File: src/rtl/mc_ctrl_pkg.sv
// rtl/mc_ctrl_pkg.sv - shared defines for the multicycle controller
// State codes, ALU ops, opcode/funct values, mux select codes and decode helpers.
package mc_ctrl_pkg;

  typedef enum logic [3:0] {
    ST_FETCH  = 4'd0,
    ST_DECODE = 4'd1,
    ST_EXEC   = 4'd2,
    ST_MEM_RD = 4'd3,
    ST_MEM_WR = 4'd4,
    ST_WB_ALU = 4'd5,
    ST_WB_MEM = 4'd6,
    ST_BRANCH = 4'd7,
    ST_JUMP   = 4'd8
  } state_e;

  localparam logic [1:0] ALU_ADD = 2'd0;
  localparam logic [1:0] ALU_SUB = 2'd1;
  localparam logic [1:0] ALU_OR  = 2'd2;
  localparam logic [1:0] ALU_LUI = 2'd3;

  localparam logic [5:0] OP_RTYPE = 6'b000000;
  localparam logic [5:0] OP_ORI   = 6'b001101;
  localparam logic [5:0] OP_LUI   = 6'b001111;
  localparam logic [5:0] OP_LW    = 6'b100011;
  localparam logic [5:0] OP_SW    = 6'b101011;
  localparam logic [5:0] OP_BEQ   = 6'b000100;
  localparam logic [5:0] OP_J     = 6'b000010;

  localparam logic [5:0] FN_ADD  = 6'b100000;
  localparam logic [5:0] FN_ADDU = 6'b100001;
  localparam logic [5:0] FN_SUBU = 6'b100011;

  localparam logic [1:0] SRCB_REG  = 2'd0;
  localparam logic [1:0] SRCB_FOUR = 2'd1;
  localparam logic [1:0] SRCB_SEXT = 2'd2;
  localparam logic [1:0] SRCB_ZEXT = 2'd3;

  localparam logic [1:0] PCSRC_ALU    = 2'd0;
  localparam logic [1:0] PCSRC_BRANCH = 2'd1;
  localparam logic [1:0] PCSRC_JUMP   = 2'd2;

  function automatic logic is_exec_op(input logic [5:0] op, input logic [5:0] fn);
    if (op == OP_RTYPE) return (fn == FN_ADD) || (fn == FN_ADDU) || (fn == FN_SUBU);
    return (op == OP_ORI) || (op == OP_LUI) || (op == OP_LW) || (op == OP_SW);
  endfunction

  function automatic logic [1:0] exec_alu_ctl(input logic [5:0] op, input logic [5:0] fn);
    if (op == OP_RTYPE && fn == FN_SUBU) return ALU_SUB;
    if (op == OP_ORI) return ALU_OR;
    if (op == OP_LUI) return ALU_LUI;
    return ALU_ADD;
  endfunction

  function automatic logic [1:0] exec_src_b(input logic [5:0] op);
    if (op == OP_RTYPE) return SRCB_REG;
    if (op == OP_LW || op == OP_SW) return SRCB_SEXT;
    return SRCB_ZEXT;
  endfunction

endpackage

File: src/rtl/mem_wait_timer.sv
// rtl/mem_wait_timer.sv - counts memory wait cycles and flags when the limit is reached
module mem_wait_timer #(
  parameter int WIDTH = 4
) (
  input  logic             clk,
  input  logic             rst,
  input  logic             clear,
  input  logic             enable,
  input  logic [WIDTH-1:0] limit,
  output logic             expired
);

  logic [WIDTH-1:0] count_q, count_d;

  always_comb begin
    count_d = count_q;
    if (clear) begin
      count_d = '0;
    end else if (enable) begin
      count_d = count_q + 1'b1;
    end
  end

  always_ff @(posedge clk or posedge rst) begin
    if (rst) begin
      count_q <= '0;
    end else begin
      count_q <= count_d;
    end
  end

  assign expired = (count_q == limit);

endmodule

File: src/rtl/mc_ctrl.sv
// rtl/mc_ctrl.sv - multicycle CPU control FSM
// Moore outputs from state; fetch/memory stages abort to FETCH with mem_err on timeout.
module mc_ctrl #(
  parameter int MEM_TIMEOUT = 8
) (
  input  logic       clk,
  input  logic       rst,
  input  logic [5:0] opcode,
  input  logic [5:0] funct,
  input  logic       zero,
  input  logic       overflow,
  input  logic       mem_ready,
  output logic [1:0] alu_ctl,
  output logic       alu_src_a,
  output logic [1:0] alu_src_b,
  output logic       pc_we,
  output logic       ir_we,
  output logic       reg_we,
  output logic       mem_re,
  output logic       mem_we,
  output logic       reg_dst,
  output logic       mem_to_reg,
  output logic [1:0] pc_src,
  output logic       illegal,
  output logic       mem_err,
  output logic [3:0] state
);
  import mc_ctrl_pkg::*;

  localparam int TW = $clog2(MEM_TIMEOUT + 1);

  state_e     state_q, state_d;
  logic [5:0] op_q, op_d;
  logic [5:0] fn_q, fn_d;
  logic       is_r;
  logic       in_wait;
  logic       expired;
  logic       timeout;
  logic       timer_en;
  logic       timer_clr;

  assign is_r      = (op_q == OP_RTYPE);
  assign in_wait   = state_q inside {ST_FETCH, ST_MEM_RD, ST_MEM_WR};
  assign timeout   = in_wait & expired;
  assign timer_en  = in_wait & ~mem_ready & ~timeout;
  // A timeout in FETCH returns to FETCH, so it must clear the count explicitly.
  assign timer_clr = (state_d != state_q) | timeout;

  mem_wait_timer #(
    .WIDTH(TW)
  ) u_wait (
    .clk    (clk),
    .rst    (rst),
    .clear  (timer_clr),
    .enable (timer_en),
    .limit  (TW'(MEM_TIMEOUT)),
    .expired(expired)
  );

  always_comb begin
    state_d    = state_q;
    op_d       = op_q;
    fn_d       = fn_q;
    alu_ctl    = ALU_ADD;
    alu_src_a  = 1'b0;
    alu_src_b  = SRCB_REG;
    pc_src     = PCSRC_ALU;
    pc_we      = 1'b0;
    ir_we      = 1'b0;
    reg_we     = 1'b0;
    mem_re     = 1'b0;
    mem_we     = 1'b0;
    reg_dst    = 1'b0;
    mem_to_reg = 1'b0;
    illegal    = 1'b0;
    mem_err    = 1'b0;

    case (state_q)
      ST_FETCH: begin
        alu_src_b = SRCB_FOUR;
        if (timeout) begin
          mem_err = 1'b1;
        end else begin
          mem_re = 1'b1;
          if (mem_ready) begin
            ir_we   = 1'b1;
            pc_we   = 1'b1;
            state_d = ST_DECODE;
          end
        end
      end
      ST_DECODE: begin
        op_d = opcode;
        fn_d = funct;
        if (is_exec_op(opcode, funct)) begin
          state_d = ST_EXEC;
        end else if (opcode == OP_BEQ) begin
          state_d = ST_BRANCH;
        end else if (opcode == OP_J) begin
          state_d = ST_JUMP;
        end else begin
          illegal = 1'b1;
          state_d = ST_FETCH;
        end
      end
      ST_EXEC: begin
        alu_src_a = 1'b1;
        alu_ctl   = exec_alu_ctl(op_q, fn_q);
        alu_src_b = exec_src_b(op_q);
        if (op_q == OP_LW) begin
          state_d = ST_MEM_RD;
        end else if (op_q == OP_SW) begin
          state_d = ST_MEM_WR;
        end else begin
          state_d = ST_WB_ALU;
        end
      end
      ST_MEM_RD: begin
        if (timeout) begin
          mem_err = 1'b1;
          state_d = ST_FETCH;
        end else begin
          mem_re = 1'b1;
          if (mem_ready) state_d = ST_WB_MEM;
        end
      end
      ST_MEM_WR: begin
        if (timeout) begin
          mem_err = 1'b1;
          state_d = ST_FETCH;
        end else begin
          mem_we = 1'b1;
          if (mem_ready) state_d = ST_FETCH;
        end
      end
      ST_WB_ALU: begin
        // Keep the ALU steering from EXEC so the result stays stable through write-back.
        alu_src_a = 1'b1;
        alu_ctl   = exec_alu_ctl(op_q, fn_q);
        alu_src_b = exec_src_b(op_q);
        reg_we    = ~(is_r && fn_q == FN_ADD && overflow);
        reg_dst   = is_r;
        state_d   = ST_FETCH;
      end
      ST_WB_MEM: begin
        reg_we     = 1'b1;
        mem_to_reg = 1'b1;
        state_d    = ST_FETCH;
      end
      ST_BRANCH: begin
        alu_ctl   = ALU_SUB;
        alu_src_a = 1'b1;
        alu_src_b = SRCB_REG;
        pc_src    = PCSRC_BRANCH;
        pc_we     = zero;
        state_d   = ST_FETCH;
      end
      ST_JUMP: begin
        pc_src  = PCSRC_JUMP;
        pc_we   = 1'b1;
        state_d = ST_FETCH;
      end
      default: state_d = ST_FETCH;
    endcase

    // Reset blocks every write and pulse immediately, even before a clock edge.
    if (rst) begin
      pc_we   = 1'b0;
      ir_we   = 1'b0;
      reg_we  = 1'b0;
      mem_re  = 1'b0;
      mem_we  = 1'b0;
      illegal = 1'b0;
      mem_err = 1'b0;
    end
  end

  always_ff @(posedge clk or posedge rst) begin
    if (rst) begin
      state_q <= ST_FETCH;
      op_q    <= '0;
      fn_q    <= '0;
    end else begin
      state_q <= state_d;
      op_q    <= op_d;
      fn_q    <= fn_d;
    end
  end

  assign state = state_q;

endmodule

File: config.mk
export PLATFORM = sky130hd
export DESIGN_NAME = mc_ctrl
export DESIGN_NICKNAME = d
export VERILOG_FILES = /design/src/rtl/mc_ctrl_pkg.sv /design/src/rtl/mem_wait_timer.sv /design/src/rtl/mc_ctrl.sv
export SDC_FILE = /design/constraint.sdc
export NUM_CORES = 1
export LEC_CHECK = 0
export ABC_CLOCK_PERIOD_IN_PS = 2800
export CORE_ASPECT_RATIO = 0.9
export CORE_MARGIN = 4
export CORE_UTILIZATION = 43
export DETAILED_ROUTE_END_ITERATION = 16
export PLACE_DENSITY = 0.78
export SLEW_MARGIN = 40
export SYNTH_ARGS = -nofsm -noshare
export SYNTH_HDL_FRONTEND = slang
export SYNTH_HIERARCHICAL = 1
export SYNTH_SLANG_ARGS = --single-unit
export TNS_END_PERCENT = 30
File: constraint.sdc
create_clock -name clk -period 2.8 [get_ports clk]
set_clock_uncertainty 0.15 [all_clocks]
set_input_delay 0.56 -clock clk [delete_from_list [all_inputs] [get_ports clk]]
set_output_delay 0.56 -clock clk [all_outputs]
set_load 0.005 [all_outputs]
==> qor.txt <==
Clock network fraction of design power: 10.7%
Static leakage: 0.9488 nW
Yosys top cell by area: dfrtp_1
Sequential cell area fraction in the yosys report: 37.24%
EDFF count, synth: 0
Worst-case reg-to-reg path depth: 8
Max Buffers Root-to-Sink: 2
Core area: 2860 um2
Vias after detailed routing: 1350
Post-Route WL: 3717 um
H-tree levels: 1
Post-Syn Area: 1344 um2
Critical Path RT: 2090 ps
Synth async-reset ratio: 100.0%
RSZ-0062 raised after global routing: yes
CP arrival: 2000 ps
Antenna violations before repair: 0
Worst setup path class: flip-flop to primary output
First-pass DRT Iterations: 4
Layout cells sized above 1: 29.56%
Worst hold slack: 345.8 ps
Area grow syn2layout: 52.79%
Most common cell after layout, fill and taps aside: buf_4
Final setup fails: 0
Net Sw Frac: 36.54%
DRC viols: 0
Fillers: 237
Routed Antenna Nets: 0
Register bit count reported by yosys: 20
Flop pwr share: 40.2%
# rows: 18
Input/output buffers: 36
Worst R2R End: u_wait/count_q[3]
First-pass GRT wire length: 5975 um
Root buffer cell: clkbuf_4
Post-synth cell types: 53
Worst Hold Endpoint: fn_q[2]
Max-slew violation count: 0
Max-cap viol count: 0
Syn Area/Cell: 9.530 um2
RR Startpoint: u_wait/count_q[2]
Maximum vdd ir drop: 0.0004353 V
Worst-Skew Late Latency: 290 ps
Status: finished clean
CTS buffer count: 3
Largest net degree at the start of global routing: 17
Largest cells by area after synthesis: dfrtp_1 37%, mux2_2 5.9%, nor2_1 4.2%
Logic pwr share: 49.1%
Ant. Diodes: 0
Final Critical Period: 2713 ps
Post-DP Area: 1896 um2
Pint: 0.7697 mW
Clock Sink Count: 20
Yosys top cell area share: 37.24%
Hold Buf Count CTS: 0
Fmax: 0.3685 GHz
Initial DRC count: 42
Mapped Cells: 141
YS warnings: 6
Total Routing Usage GR: 18.90%
Setup crit start kind: flip-flop
Cell area after layout: 2053 um2
Crit. End Element: primary output
Final period utilization: 96.91%
Die W: 66.93 um
Critical Path Fanout Max: 6
Post-DR wirelength/cell: 15.30 um
# IOs: 37
Final Wtd Congestion: 0.8161
Vias in the first global route: 1327
Worst Hold Depth: 1
Setup TNS: 0 ps
Die Area: 4085 um2
Hold WC Path Type: flip-flop to flip-flop
DIE HEIGHT: 61.04 um
Dpl hpwl: 2912 um
Worst Hold Launch: fn_q[2]
Final Hold Viols: 0
Synth Flop Type: dfrtp_1
Most frequent cells in the layout: 27 x buf_4, 26 x clkdlybuf4s50_1, 15 x dfrtp_1
TritonCTS clock tree: yes
Reg2reg setup slack: 110 ps
Via/cell ratio: 5.556
Nets: 223
Starting Density: 46.98%
Pwr dens: 590.7 nW/um2
Reg clk slew, reported paths: 100 ps
GR Overflow Total: 0
P_sw: 0.4432 mW
state kept, by name, indices dropped and copies added (netlist names):
name and cells:
state 4, u_wait/count_q 4, fn_q 6, op_q 6
power by group through the flow:
stage               clock network (mW)  registers [mW]  logic (mW)
floorplan                            0           0.464       0.334
global placement                     0           0.483       0.528
detailed placement                   0           0.494       0.550
CTS                              0.132           0.488       0.565
global route                     0.153           0.501       0.645
finish                           0.130           0.487       0.596
worst max path at each step:
stage / cells after the start / from / to / slack (ps)
2_1_floorplan: 7 / state[3] / u_wait/count_q[3] / 110
3_3_place_gp: 6 / opcode[5] / illegal / -210
3_5_place_dp: 8 / opcode[5] / u_wait/count_q[3] / -350
4_1_cts: 7 / u_wait/count_q[0] / pc_we / -5
5_1_grt: 5 / u_wait/count_q[3] / mem_we / -7
6_report: 7 / u_wait/count_q[0] / ir_we / 90
what timing repair did:
action                                  4_1_cts  5_1_grt
endpoints found under the setup margin        7       12
pin swaps                                     3        4
resized for setup                            13       17
buffers inserted                              0        5
logic make-up (layout without fill, tap and decap cells):
group | after synthesis | count (layout) | share of synthesized area [%]
buf+inv | 9 | 69 | 3.165
fa+ha+maj | 1 | 1 | 0.9309
simple gates | 65 | 65 | 29.98
other cells | 2 | 4 | 0.5589
xor+xnor | 6 | 6 | 3.911
flops | 20 | 20 | 37.24
mux | 13 | 13 | 11.08
compound gates | 25 | 25 | 13.13
metrics by stage:
step	total power [mW]	util [%]	worst slack, ps	cells
global placement	1.011	66.27	-206.3	235
CTS	1.184	68.50	-4.652	238
detailed placement	1.044	66.27	-351.5	235
finish	1.213	71.78	86.64	243
floorplan	0.7987	-	106.4	143
global route	1.299	71.78	-6.576	243
layer usage:
metal  wire length (um)  part of all wire, %  vias up  track usage (%)
met5                  0                    0        -                0
met4                 46                  1.2        0            4.913
met3                157                  4.2        4            2.007
met2               1893                   51       41            35.45
met1               1619                   44      658            23.39
li1                   -                    -      647                -
Yosys cell counts, types with 2 or more instances:
| cell type | n |
|---|---|
| clkbuf_1 | 4 |
| nand2b_1 | 6 |
| o21ai_0 | 4 |
| nand3b_1 | 4 |
| and3_1 | 2 |
| xor2_1 | 4 |
| nor4_1 | 4 |
| or3_1 | 3 |
| or2_1 | 2 |
| inv_1 | 3 |
| nor2b_1 | 2 |
| conb_1 | 2 |
| nor3_1 | 5 |
| mux2_2 | 7 |
| a21oi_1 | 4 |
| o21ai_1 | 2 |
| nor2_1 | 15 |
| nand3_1 | 3 |
| mux2_1 | 4 |
| nand2_1 | 5 |
| nor4b_1 | 4 |
| xnor2_1 | 2 |
| dfrtp_1 | 20 |
layout make-up:
cell class	instances	area, um2	area share, %
clock buffers	3	22.52	1.097
flip-flops and latches	20	506.7	24.68
multi-input cells	114	889.6	43.33
repair buffers	63	573.1	27.91
inverters	3	11.26	0.5484
well taps	40	50.05	2.438
critical path, cell delays in order (launching register included):
cell	delay, ps
dfrtp_2	430
xor2_1	160
nor4_1	290
buf_4	210
nor3_4	50
nand3_2	90
nor2_1	50
clkdlybuf4s50_1	440
Power figures use the tool's default switching activity.
